[src/rtl/if_stage_if.sv]
// Bus bundle between the instruction-fetch stage and its environment:
// ID-stage control (stall / redirect), instruction memory, and the IF/ID register.
//
// Handshake semantics: id_valid qualifies id_instr and id_pc4 in every cycle.
// When id_valid=0 the word on id_instr is a bubble (NOP_INSTR) and id_pc4 is 0.
// The consumer has no ready signal. It holds the stage with stall, and a
// redirect always wins over stall. im_addr is always a live request, and
// im_instr must answer it combinationally in the same cycle.
interface if_stage_if;
    logic        stall;
    logic        redirect;
    logic [1:0]  redirect_kind;
    logic [31:0] redirect_pc4;
    logic [15:0] imm16;
    logic [25:0] target26;
    logic [31:0] jr_addr;
    logic [31:0] im_addr;
    logic [31:0] im_instr;
    logic [31:0] id_instr;
    logic [31:0] id_pc4;
    logic        id_valid;

    // Environment side: ID control plus instruction memory response.
    modport master (
        output stall, redirect, redirect_kind, redirect_pc4, imm16, target26, jr_addr,
        output im_instr,
        input  im_addr, id_instr, id_pc4, id_valid
    );

    // Fetch stage side.
    modport slave (
        input  stall, redirect, redirect_kind, redirect_pc4, imm16, target26, jr_addr,
        input  im_instr,
        output im_addr, id_instr, id_pc4, id_valid
    );
endinterface

[src/rtl/if_stage.sv]
// Instruction fetch stage: PC register, next-PC selection and the IF/ID
// pipeline register. Redirect beats stall, and stall beats sequential fetch.
// Every redirect inserts exactly one bubble into ID.
module if_stage #(
    parameter logic [31:0] RESET_PC  = 32'h0000_0000,
    parameter logic [31:0] NOP_INSTR = 32'h0000_0000
) (
    input  logic    clk,
    input  logic    rst_n,
    if_stage_if.slave bus
);

    localparam logic [1:0] KIND_BRANCH = 2'b00;
    localparam logic [1:0] KIND_JUMP   = 2'b01;
    localparam logic [1:0] KIND_JR     = 2'b10;

    logic [31:0] pc;
    logic [31:0] pc_plus4;
    logic [31:0] branch_off;
    logic [31:0] redirect_target;
    logic [31:0] id_instr_q;
    logic [31:0] id_pc4_q;
    logic        id_valid_q;

    // The fetch address comes straight from the PC flop, with no input-to-output path.
    assign bus.im_addr  = pc;
    assign bus.id_instr = id_instr_q;
    assign bus.id_pc4   = id_pc4_q;
    assign bus.id_valid = id_valid_q;

    assign pc_plus4   = pc + 32'd4;
    assign branch_off = {{14{bus.imm16[15]}}, bus.imm16, 2'b00};

    // Select the redirect target by kind. The reserved kind falls through to PC+4.
    always_comb begin
        redirect_target = bus.redirect_pc4;
        case (bus.redirect_kind)
            KIND_BRANCH: redirect_target = bus.redirect_pc4 + branch_off;
            KIND_JUMP:   redirect_target = {bus.redirect_pc4[31:28], bus.target26, 2'b00};
            KIND_JR:     redirect_target = bus.jr_addr & 32'hFFFF_FFFC;
            default:     redirect_target = bus.redirect_pc4;
        endcase
    end

    // PC register: redirect, then stall (hold), then sequential advance.
    always_ff @(posedge clk or negedge rst_n) begin
        if (!rst_n) begin
            pc <= RESET_PC;
        end else if (bus.redirect) begin
            pc <= redirect_target;
        end else if (!bus.stall) begin
            pc <= pc_plus4;
        end
    end

    // IF/ID register: a redirect flushes to a bubble, a stall holds, otherwise the fetched word is captured.
    always_ff @(posedge clk or negedge rst_n) begin
        if (!rst_n) begin
            id_instr_q <= NOP_INSTR;
            id_pc4_q   <= 32'h0;
            id_valid_q <= 1'b0;
        end else if (bus.redirect) begin
            id_instr_q <= NOP_INSTR;
            id_pc4_q   <= 32'h0;
            id_valid_q <= 1'b0;
        end else if (!bus.stall) begin
            id_instr_q <= bus.im_instr;
            id_pc4_q   <= pc_plus4;
            id_valid_q <= 1'b1;
        end
    end

endmodule

[src/flat_wrapper.sv]
// flat-port wrapper written by rule: the top's interface ports become plain ports
module if_stage_flat 
#(
    parameter logic [31:0] RESET_PC  = 32'h0000_0000,
    parameter logic [31:0] NOP_INSTR = 32'h0000_0000
)
  (clk, rst_n, bus_stall, bus_redirect, bus_redirect_kind, bus_redirect_pc4, bus_imm16, bus_target26, bus_jr_addr, bus_im_instr, bus_im_addr, bus_id_instr, bus_id_pc4, bus_id_valid);
  if_stage_if bus_i ();
  input  logic clk;
  input  logic rst_n;
  input wire logic [$bits(bus_i.stall)-1:0] bus_stall;
  input wire logic [$bits(bus_i.redirect)-1:0] bus_redirect;
  input wire logic [$bits(bus_i.redirect_kind)-1:0] bus_redirect_kind;
  input wire logic [$bits(bus_i.redirect_pc4)-1:0] bus_redirect_pc4;
  input wire logic [$bits(bus_i.imm16)-1:0] bus_imm16;
  input wire logic [$bits(bus_i.target26)-1:0] bus_target26;
  input wire logic [$bits(bus_i.jr_addr)-1:0] bus_jr_addr;
  input wire logic [$bits(bus_i.im_instr)-1:0] bus_im_instr;
  output wire logic [$bits(bus_i.im_addr)-1:0] bus_im_addr;
  output wire logic [$bits(bus_i.id_instr)-1:0] bus_id_instr;
  output wire logic [$bits(bus_i.id_pc4)-1:0] bus_id_pc4;
  output wire logic [$bits(bus_i.id_valid)-1:0] bus_id_valid;
  assign bus_i.stall = bus_stall;
  assign bus_i.redirect = bus_redirect;
  assign bus_i.redirect_kind = bus_redirect_kind;
  assign bus_i.redirect_pc4 = bus_redirect_pc4;
  assign bus_i.imm16 = bus_imm16;
  assign bus_i.target26 = bus_target26;
  assign bus_i.jr_addr = bus_jr_addr;
  assign bus_i.im_instr = bus_im_instr;
  assign bus_im_addr = bus_i.im_addr;
  assign bus_id_instr = bus_i.id_instr;
  assign bus_id_pc4 = bus_i.id_pc4;
  assign bus_id_valid = bus_i.id_valid;
  if_stage #(.RESET_PC(RESET_PC), .NOP_INSTR(NOP_INSTR)) u_core (.clk(clk), .rst_n(rst_n), .bus(bus_i));
endmodule
[config.mk]
export PLATFORM = sky130hd
export DESIGN_NAME = if_stage_flat
export DESIGN_NICKNAME = d
export VERILOG_FILES = /design/src/rtl/if_stage_if.sv /design/src/rtl/if_stage.sv /design/src/flat_wrapper.sv
export SDC_FILE = /design/constraint.sdc
export NUM_CORES = 1
export LEC_CHECK = 0
export ABC_AREA = 1
export CELL_PAD_IN_SITES_DETAIL_PLACEMENT = 0
export CELL_PAD_IN_SITES_GLOBAL_PLACEMENT = 1
export CORE_UTILIZATION = 32
export CTS_CLUSTER_DIAMETER = 60
export CTS_CLUSTER_SIZE = 12
export DETAILED_ROUTE_END_ITERATION = 7
export PLACE_DENSITY_LB_ADDON = 0.1
export SLEW_MARGIN = 20
export SYNTH_ARGS = -nofsm -noshare
export SYNTH_HDL_FRONTEND = slang
export SYNTH_SLANG_ARGS = --single-unit
[constraint.sdc]
create_clock -name clk -period 2 [get_ports clk]
set_input_delay 0.2 -clock clk [delete_from_list [all_inputs] [get_ports clk]]
set_output_delay 0.2 -clock clk [all_outputs]
set_load 0.02 [all_outputs]
; ---- After elaboration in Yosys (flattened, before gate mapping)
; Cells that the tools add are included.
[totals]
in_bits = 144
register_bits = 97
word_cells = 18
output_inout_bits = 97
[op_classes]
eq_ne = 3
muxes = 8
n_reduce_logical = 1
n_addsub = 2
[op_table]
columns = operator, count
row1 = $mux 32, 5
row2 = $pmux 32 s3, 1
row3 = $add 32x3->32 const B, 1
row4 = $add 32x32->32, 1
row5 = $eq 2x1->1 const B, 1
row6 = $eq 2x2->1 const B, 1
row7 = $logic_not 2->1, 1
row8 = $mux 1, 2
row9 = $ne 2x1->1 const B, 1

; ---- Longest topological paths before layout
[depth]
word_depth = 3
ltp_mapped = 15
mapped_depth_nobuf = 15

; ---- Least setup slack after synthesis
; OpenSTA, ideal clock, no wires.
[synth_timing]
path_kind = register to register
start = register u_core.pc[3], in the netlist u_core.bus.im_addr[3]
end = register u_core.pc[16], in the netlist u_core.bus.im_addr[16]
arrival_ps = 1659
path_buffers = 0
setup_ps = 116
path_slack_ps = 225
t_required_ps = 1884
path_stages_with_launch = 13
synth_period_minus_slack_ps = 1775
cell_sequence = dfrtp_1 ha_1 nand2_1 nor2_4 nand2_2 nor2_2 inv_2 nor2_4 nand2_2 o221ai_2 nand2_1 inv_1 nand2_1
[synth_via]
elab_chain_cells = 3
[synth_rtl]
columns = item, line_no
row1 = "start, declared", if_stage.sv:17  ; logic [31:0] pc;
row2 = "start signal, assigned", if_stage.sv:50  ; pc <= redirect_target;
row3 = "start signal, assigned", if_stage.sv:52  ; pc <= pc_plus4;
row4 = $add 32x3->32, if_stage.sv:31  ; assign pc_plus4 = pc + 32'd4;
row5 = $mux 32, if_stage.sv:51  ; end else if (!bus.stall) begin
row6 = $mux 32, if_stage.sv:49  ; end else if (bus.redirect) begin
; No other way between the ends. The select of a mux whose other input is x is not followed.
; A chain may end at the register's enable or synchronous reset.

; ---- Final worst setup path
[layout_timing]
start = input port bus_redirect_pc4[24]
end = register u_core.pc[27], in the netlist u_core.bus.im_addr[27]
[layout_via]
elab_chain_cells = 3
[layout_rtl]
columns = item, line_no
row1 = "start, declared", flat_wrapper.sv:14  ; input wire logic [$bits(bus_i.redirect_pc4)-1:0] bus_redirect_pc4;
row2 = $add 32x32->32, if_stage.sv:38  ; KIND_BRANCH: redirect_target = bus.redirect_pc4 + branch_off;
row3 = $pmux 32 s3, if_stage.sv:37  ; case (bus.redirect_kind)
row4 = $mux 32, if_stage.sv:49
; No other way between the ends.

==> results.txt <==
----------------------------------------------------
[Final layout]
  Fin nets ... 1710
  Area Overhead vs Synth ... 64.63%
  Layout cell share with drive strength beyond 1 ... 0.2136
  Number of fill cells ... between 2000 and 2500
  Most common library cell in the layout ignoring fill and taps ... nand2_1
  Commonest non-fill, non-tap cells in the layout ... nand2_1 (362), clkdlybuf4s50_1 (202), buf_4 (144)
  Number of diodes ... 0

[Power]
  Power share of the sequential group ... 0.341
  Cell Int Power ... approximately 4.4 mW
  Clock power frac ... 0.247
  Switching power as a share of total power ... 0.3730
  Power share of the combinational group ... 0.412
  P_sw ... about 2.6 mW
  Lkg Pwr ... 6.266 nW
  Worst supply voltage drop on vdd ... slightly above 0.0004 V
  Cell area power density ... ~570 nW/um2

[Detailed routing]
  Router iterations before antenna repair ... 4
  Final routed DRC violation total ... 0
  Detailed-route wire length ... around 30 mm
  Via density per instance ... 4.781
  Routed via count ... 8860
  Wire per inst ... about 16 um
  Count of routing violations after the opening detailed-route iteration ... approximately 540
  Number of nets with antenna violations after routing ... 0

[Setup path]
  Cell-by-cell trace of the critical path ... clkdlybuf4s50_1, ha_1, buf_4, a21oi_2, nor2_1, nor2_1, nand2_1, a21oi_2, nand2_1, nand2_1, nand3_2, nand2_1, nand2_1, a21oi_2
  Number of buffer and inverter instances along the worst setup path ... 2
  Data arrival, critical path ... between 2 and 2.5 ns
  Crit. path cell count ... 14
  Slowest-stage cell, CP ... clkdlybuf4s50_1
  Nature of the critical path startpoint ... primary input
  Worst Reg2Reg Path Length in Cells ... 11
  Cell type with the highest occurrence count on the critical path ... nand2_1
  Kind of cell with the highest combined delay on the critical path ... buffers and inverters
  Data required time of the critical path ... about 2.3 ns
  Endpoint type of the worst setup path ... register
  Maximum fanout along the worst path ... 4
  Start-to-end type of the worst setup path ... primary input to register
  Stage delay of the slowest cell on the critical path ... 0.53 ns

[STA]
  Clock period minus final worst setup slack ... approximately 1.9 ns
  Fin Hold WS ... around 0.34 ns
  Number of setup violations in the final report ... 0
  Final hold violations ... 0
  Clock skew ... about 0.018 ns
  Slew Limit Headroom ... 0.6751
  Final cycle utilization of the critical path ... 0.9369
  Post-route setup slack ... approximately 0.13 ns
  Final slew viol count ... 0
  Worst Max-Slew Pin Slew ... just under 0.5 ns
  Highest clock rate ... between 0.5 and 0.6 GHz

[Clock tree]
  Master cell of the clock root buffer ... clkbuf_16
  Clk sinks ... 97
  Clock insertion delay at the later pin of the skew report ... 0.36 ns
  H-tree lvl count ... 3
  TritonCTS Buffers ... 9
  Clock tree from TritonCTS ... yes
  Clock transition at the registers of the reported paths ... approximately 0.080 ns
  Maximum clock insertion buffer count ... 2

[Logic synthesis]
  Post-Syn Area ... ~7600 um2
  Post-synthesis sequential area ratio ... 0.3214
  Synth Net Count ... 1337
  Post-Synthesis Cells ... 1162
  Mean instance size in the synthesized netlist ... about 6.5 um2
  Flops & latches, synth ... 97
  Share of synthesized flip-flops with an asynchronous set or reset ... 1.000
  Most used flip-flop cell after synthesis ... dfrtp_1
  Warning count from the yosys run ... 0
  EDFF count, synth ... 0
  Number of different library cells in the post-synthesis netlist ... 42

[Min path]
  Tightest Hold Check Type ... primary input to async pin

[Global routing]
  GRT Residual Overflow ... 0
  Combined global-route utilization of all metal layers ... 0.2509
  Via count of the first global-routing pass ... about 8600
  Largest net degree at the start of global routing ... 65
  Initial antenna violation count ... 0
  Global-route wire length before repair ... between 40 and 50 mm

[Placed design]
  Routability Congestion ... 0.8612
  Post-detail-place hpwl ... between 20 and 25 mm
  Number of input and output port buffers inserted ... ~240
  Place WS ... -0.5889 ns

[Flow run]
  Max Cap Violations ... 0

[Die]
  Die Area ... 24220 um2
  Core Region ... 22920 um2
  Vertical die dimension ... between 150 and 200 um
  Floorplan row count ... 55
  Initial Utilization ... 0.3296
  I/O pins ... roughly 240
  Die Span X ... between 150 and 200 um

[Run status]
  Result of the run ... completed

----------------------------------------------------
-- worst reg2reg max path: stages (launching register included) --
cell and delay [ns]:
dfrtp_1 0.42, ha_1 0.24, nand2_1 0.13, nor2_4 0.06, nand2_2 0.08, buf_4 0.12
nor2_1 0.05, or2_2 0.27, nand3_1 0.13, nand2_1 0.08, a21oi_1 0.12, nor2_1 0.05
-- power by group through the flow --
stage | logic, mW | registers [mW] | clock network [mW]
5_1_grt | 3.17 | 2.44 | 1.86
3_5_place_dp | 2.73 | 2.44 | 0
3_3_place_gp | 2.72 | 2.44 | 0
6_report | 2.91 | 2.41 | 1.74
2_1_floorplan | 1.03 | 2.62 | 0
4_1_cts | 2.80 | 2.40 | 1.79
-- cell type report --
type	count	area [um2]	area share
Clock buffer	9	225.2	0.01811
Sequential cell	97	2432	0.1956
Multi-Input combinational cell	877	4923	0.3960
Timing Repair Buffer	394	3789	0.3047
Tap cell	313	391.6	0.03150
Inverter	156	585.6	0.04710
Clock inverter	7	86.33	0.006944
-- cell usage after synthesis, types with 14 or more instances --
library cell | number | area share
ha_1 | 30 | 0.050
a21oi_1 | 49 | 0.032
nand3_1 | 84 | 0.056
clkbuf_1 | 14 | 0.0070
o21ai_0 | 37 | 0.025
a22o_1 | 32 | 0.037
a221oi_1 | 14 | 0.016
dfrtp_1 | 97 | 0.32
nand4_1 | 23 | 0.019
nand2_1 | 394 | 0.20
inv_1 | 148 | 0.074
nor2_1 | 134 | 0.067
-- kinds of logic (layout without fill, tap and decap cells) --
group | Yosys count | after routing | synth area share
xor+xnor | 3 | 3 | 0.003480
fa+ha+maj | 31 | 31 | 0.05235
flops | 97 | 97 | 0.3214
simple gates | 686 | 686 | 0.3880
buf+inv | 188 | 566 | 0.09791
compound gates | 157 | 157 | 0.1368
-- through the flow --
| stage | utilization | setup TNS [ns] | power [mW] | cells | area [um2] |
|---|---|---|---|---|---|
| after CTS | 0.5223 | -0.02366 | 6.988 | 1851 | 11970 |
| after floorplan | - | 0 | 3.648 | 1162 | 7552 |
| after global placement | 0.4989 | -11.26 | 5.156 | 1830 | 11430 |
| after detailed placement | 0.4989 | -12.25 | 5.168 | 1830 | 11430 |
| after global routing | 0.5426 | -0.01301 | 7.475 | 1853 | 12430 |
| final | 0.5426 | 0 | 7.060 | 1853 | 12430 |
-- registers in the layout, indices dropped and copies added, names as in the netlist --
register and flops:
u_core.bus.im_addr 32, u_core.bus.id_instr 32, u_core.bus.id_pc4 32, u_core.bus.id_valid 1
-- final timing paths --
check                                      start  slack (ns)                     end
max in group asynchronous                  rst_n        1.08  u_core.bus.im_addr[25]
hold / removal                             rst_n        0.34    u_core.bus.id_pc4[0]
setup / recovery            bus_redirect_pc4[24]        0.13  u_core.bus.im_addr[27]
setup reg to reg           u_core.bus.im_addr[2]        0.14  u_core.bus.im_addr[18]
hold reg to reg             u_core.bus.id_pc4[2]        0.48    u_core.bus.id_pc4[2]
min in group clk             bus_redirect_pc4[6]        0.34   u_core.bus.im_addr[6]
-- routing by layer --
layer / vias up / global-route usage / wire length [um]
met5: - / 0 / 0
met4: 0 / 0.05415 / 410
met3: 22 / 0.02611 / 1155
met2: 190 / 0.4386 / 14820
met1: 4130 / 0.3328 / 13680
li1: 4518 / - / -
-- repair_timing --
action | 4_1_cts | 5_1_grt
gates cloned | 1 | 0
gates resized for setup | 43 | 122
hold buffers | 1 | 0
setup endpoints to repair | 22 | 25
hold endpoints to repair | 34 | 0
setup buffers | 3 | 2
pin swaps | 6 | 16
No activity file was read; power rests on OpenSTA's default activity.
